--- config.mk ---
export PLATFORM = sky130hd
export DESIGN_NAME = ras_ckpt_stack
export DESIGN_NICKNAME = d
export VERILOG_FILES = /design/src/rtl/ras_ckpt_stack.sv
export SDC_FILE = /design/constraint.sdc
export NUM_CORES = 2
export LEC_CHECK = 0
export BUFFER_PORTS_ARGS = -buffer_cell sky130_fd_sc_hd__buf_2
export CAP_MARGIN = 40
export CELL_PAD_IN_SITES_DETAIL_PLACEMENT = 0
export CELL_PAD_IN_SITES_GLOBAL_PLACEMENT = 2
export CORE_UTILIZATION = 45
export CTS_BUF_LIST = sky130_fd_sc_hd__clkbuf_4 sky130_fd_sc_hd__clkbuf_8 sky130_fd_sc_hd__clkbuf_16
export CTS_CLUSTER_DIAMETER = 150
export DETAILED_ROUTE_END_ITERATION = 10
export PLACE_DENSITY_LB_ADDON = 0.1
export SLEW_MARGIN = 10
export SYNTH_ARGS = -nofsm -noshare
export SYNTH_HDL_FRONTEND = slang
export SYNTH_SLANG_ARGS = --single-unit
--- constraint.sdc ---
create_clock -name clk -period 7.83 [get_ports clk]
set_input_delay 0.783 -clock clk [delete_from_list [all_inputs] [get_ports clk]]
set_output_delay 0.783 -clock clk [all_outputs]
set_load 0.1 [all_outputs]
--- src/rtl/ras_ckpt_stack.sv ---
// ras_ckpt_stack: circular return-address stack with speculative checkpoint restore
module ras_ckpt_stack #(
  parameter int DEPTH = 16,
  parameter int WIDTH = 32,
  parameter int CKPTS = 4
) (
  input  logic                       clk,
  input  logic                       reset,
  input  logic                       stall,
  input  logic                       push,
  input  logic                       pop,
  input  logic [WIDTH-1:0]           data,
  input  logic                       ckpt_save,
  input  logic [$clog2(CKPTS)-1:0]   ckpt_wid,
  input  logic                       ckpt_restore,
  input  logic [$clog2(CKPTS)-1:0]   ckpt_rid,
  output logic [WIDTH-1:0]           top,
  output logic                       empty,
  output logic [$clog2(DEPTH):0]     count,
  output logic                       ovf,
  output logic                       udf
);
  localparam int PW = $clog2(DEPTH);
  localparam logic [PW-1:0] ONE = 1;
  localparam logic [PW:0] CONE = 1;
  localparam logic [PW:0] FULL = (PW+1)'(DEPTH);
  logic [WIDTH-1:0] stack [DEPTH];
  logic [WIDTH-1:0] c_top [CKPTS];
  logic [PW-1:0]    c_ptr [CKPTS];
  logic [PW:0]      c_cnt [CKPTS];
  logic [PW-1:0]    ptr, ptr_m1, r_idx;
  logic [PW:0]      cnt;
  assign ptr_m1 = ptr - ONE;
  assign r_idx  = c_ptr[ckpt_rid] - ONE;
  assign top    = (cnt != '0) ? stack[ptr_m1] : '0;
  assign empty  = cnt == '0;
  assign count  = cnt;
  always_ff @(posedge clk or negedge reset)
    if (!reset) begin
      for (int i = 0; i < DEPTH; i++) stack[i] <= '0;
      for (int i = 0; i < CKPTS; i++) begin
        c_top[i] <= '0;
        c_ptr[i] <= '0;
        c_cnt[i] <= '0;
      end
      ptr <= '0;
      cnt <= '0;
      ovf <= 1'b0;
      udf <= 1'b0;
    end else if (!stall) begin
      ovf <= 1'b0;
      udf <= 1'b0;
      if (ckpt_restore) begin
        ptr <= c_ptr[ckpt_rid];
        cnt <= c_cnt[ckpt_rid];
        if (c_cnt[ckpt_rid] != '0) stack[r_idx] <= c_top[ckpt_rid];
      end else begin
        if (ckpt_save) begin
          c_ptr[ckpt_wid] <= ptr;
          c_cnt[ckpt_wid] <= cnt;
          c_top[ckpt_wid] <= top;
        end
        if (push && pop && cnt != '0) stack[ptr_m1] <= data;
        else if (push) begin
          stack[ptr] <= data;
          ptr <= ptr + ONE;
          if (cnt == FULL) ovf <= 1'b1;
          else cnt <= cnt + CONE;
        end else if (pop) begin
          if (cnt != '0) begin
            ptr <= ptr_m1;
            cnt <= cnt - CONE;
          end else udf <= 1'b1;
        end
      end
    end
endmodule

==> results.json <==
{
  "grt_pass1_vias": 29900,
  "cp_max_fo": 43,
  "grt_antenna_before_repair": 1,
  "fmax_mhz": 168,
  "postCtsSetupBuffers": 0,
  "finish.utilization_pct": 51.7,
  "hold_buffers": 0,
  "clk_latency_ns": 0.64,
  "detail-route-antenna-nets": 0,
  "hold_viol_final": 0,
  "layout-drive-gt1-share_pct": 23.7,
  "synthTopCellsByArea": "dfrtp_1 48%, mux4_2 11%, a22oi_1 8.7%",
  "vdd_drop_max_uv": 370,
  "syn_inst": 3349,
  "leakagePower_nw": 16.2,
  "synthFlopType": "dfrtp_1",
  "finalSetupTns_ns": 0,
  "gr-usage-all-layers_pct": 35.2,
  "worst-setup-path-type": "register to output port",
  "gp_congestion": 0.854,
  "n_fill_cell": 7016,
  "synthesis.area_sq_mm": 0.0358,
  "fin_skew_ns": 0.0343,
  "post-place-cells": 4262,
  "required_ns": 7.05,
  "rsz0062_at_grt": "false",
  "path_clk_slew_ns": 0.06,
  "worstSetupEndpointType": "output port",
  "clock_path_buffers": 3,
  "portBuffers": 82,
  "fin_area_sq_mm": 0.0408,
  "nets": 3348,
  "async_reset_ff_share_pct": 100,
  "syn-num-nets": 3402,
  "drt_pre_antenna_iters": 8,
  "netlist.area_leader.share_pct": 48.0,
  "outcome": "complete, no violations",
  "slew_headroom_pct": 30.6,
  "placed_area_sq_mm": 0.0378,
  "finalSetupViolations": 0,
  "critical_path.startpoint_type": "register",
  "mostFrequentLayoutCell": "dfrtp_1",
  "seq_area_frac_synth_pct": 48.0,
  "worst_pin_slew_ns": 1.04,
  "grt_pass1_wl_mm": 208,
  "drcViolationCount": 0,
  "routed_via_density": 6.65,
  "cts_sinks": 687,
  "cts_resized": 0,
  "cts_max_level": 3,
  "cts-root-buf": "clkbuf_16",
  "drt_iter0_drc": 3330,
  "finalCritPeriodShare_pct": 75.9,
  "power_density_mw_per_mm2": 419,
  "p_total_mw": 17.1,
  "rows": 103,
  "drv_slew": 0,
  "overflow": 0,
  "post_drt_wl_per_cell_um": 32.1,
  "cts_buffers": 80,
  "core_area_sq_mm": 0.0789,
  "start_util_pct": 45.4,
  "totalWireLength_mm": 142,
  "pin_count": 83,
  "maxCapViolCount": 0,
  "synth.distinct_cells": 65,
  "worstPathArrival_ns": 5.16,
  "vias": 29300,
  "min_period_ns": 5.95,
  "syn2layout_area_growth_pct": 13.9,
  "layout_common_cells": "686 x dfrtp_1, 499 x nand2_1, 419 x o21ai_0, 416 x a22oi_1, 170 x mux4_2",
  "regArea_sq_mm": 0.0172,
  "die_area_sq_mm": 0.0807,
  "dpl.hpwl_mm": 83.8,
  "grt_max_degree": 173,
  "yosys_register_bits": 687,
  "yosysWarnings": 0,
  "die_y_um": 284,
  "multi_input_area_sq_mm": 0.0172,
  "synth_top_area_cell": "dfrtp_1",
  "r2r_cells": 10,
  "die_x_um": 284,
  "final_cells": 4408,
  "cts_tree": "yes",
  "synth_edf_count": 0,
  "worst_slack_ns": 1.88,
  "worstHoldPathType": "input port to asynchronous set/reset pin",
  "timing.hold.ws_ns": 0.185,
  "r2r_setup_slack_ns": 2.78,
  "syn_area_per_cell_sq_um": 10.7,
  "pre_cts_slack_ns": 2.54
}
==> Yosys cell counts (all sizes together), types with 2 or more instances <==
master	count
a311o	11
a221oi	3
dfrtp	687
inv	41
a21boi	2
a311oi	31
o2111ai	3
nand2	515
clkbuf	250
xnor2	4
nor3	8
o21ai	430
a21oi	53
o21bai	7
a21o	2
or3	2
or4	2
and2b	2
nor2	94
mux2i	3
a31oi	7
and2	37
nand3	14
mux2	156
nor2b	37
nand3b	2
ha	9
a22oi	416
a211oi	4
nand2b	5
or2	8
o21a	96
o221ai	96
buf	118
mux4	170
o211ai	3
a32oi	3
xor2	5
==> critical path, stage by stage, from the launching register on <==
cell      delay [ns]
dfrtp_4         0.95
inv_1           0.32
ha_1            0.54
nor2b_1         0.25
a21boi_0        0.25
nor2_4          0.54
buf_16          0.24
nor2_1          0.07
a311oi_2        0.71
buf_2           0.62
==> flip-flops by register name, summed over array words and instances, names as in the netlist <==
name and count:
ptr 4, count 5, stack 512, c_ptr 16, ovf 1, udf 1
c_cnt 20, c_top 128
==> power breakdown <==
part / switching, mW / total, mW / internal, mW
clock: 1.56 / 4.14 / 2.58
combinational: 5.65 / 7.90 / 2.25
sequential: 0.584 / 5.06 / 4.48
total: 7.80 / 17.1 / 9.31
==> metal layers <==
| layer | vias up | share of wire, % | GRT usage, % |
|---|---|---|---|
| li1 | 12300 | - | - |
| met1 | 15000 | 39 | 45.9 |
| met2 | 1570 | 46 | 55.0 |
| met3 | 404 | 8.6 | 7.36 |
| met4 | 0 | 6.0 | 19.0 |
| met5 | - | 0 | 0 |
==> cell type report <==
class / instances / share of cell area, %
Tap cell: 1050 / 3.22
Clock inverter: 25 / 1.08
Timing Repair Buffer: 232 / 4.98
Clock buffer: 119 / 6.08
Sequential cell: 687 / 42.2
Multi-Input combinational cell: 2252 / 42.1
Antenna cell: 1 / 0.00614
Inverter: 42 / 0.387
==> kinds of logic after synthesis <==
logic type	after synthesis	share of synthesized area, %
flip-flops	687	48.0
AO/OA/AOI/OAI	1174	22.3
multiplexers	329	15.7
buffers and inverters	410	4.89
XOR/XNOR	9	0.220
AND/OR/NAND/NOR	730	8.53
adder cells (fa/ha/maj)	10	0.371
==> final timing paths <==
check / start / to
min in group clk: stack[244] / stack[244]
worst max register to register: ptr[0] / stack[494]
worst min register to register: stack[244] / stack[244]
worst min-delay path: reset / c_top[123]
max in group asynchronous: reset / stack[166]
worst max-delay path: ptr[0] / top[16]
No activity file was read; power rests on OpenSTA's default activity.
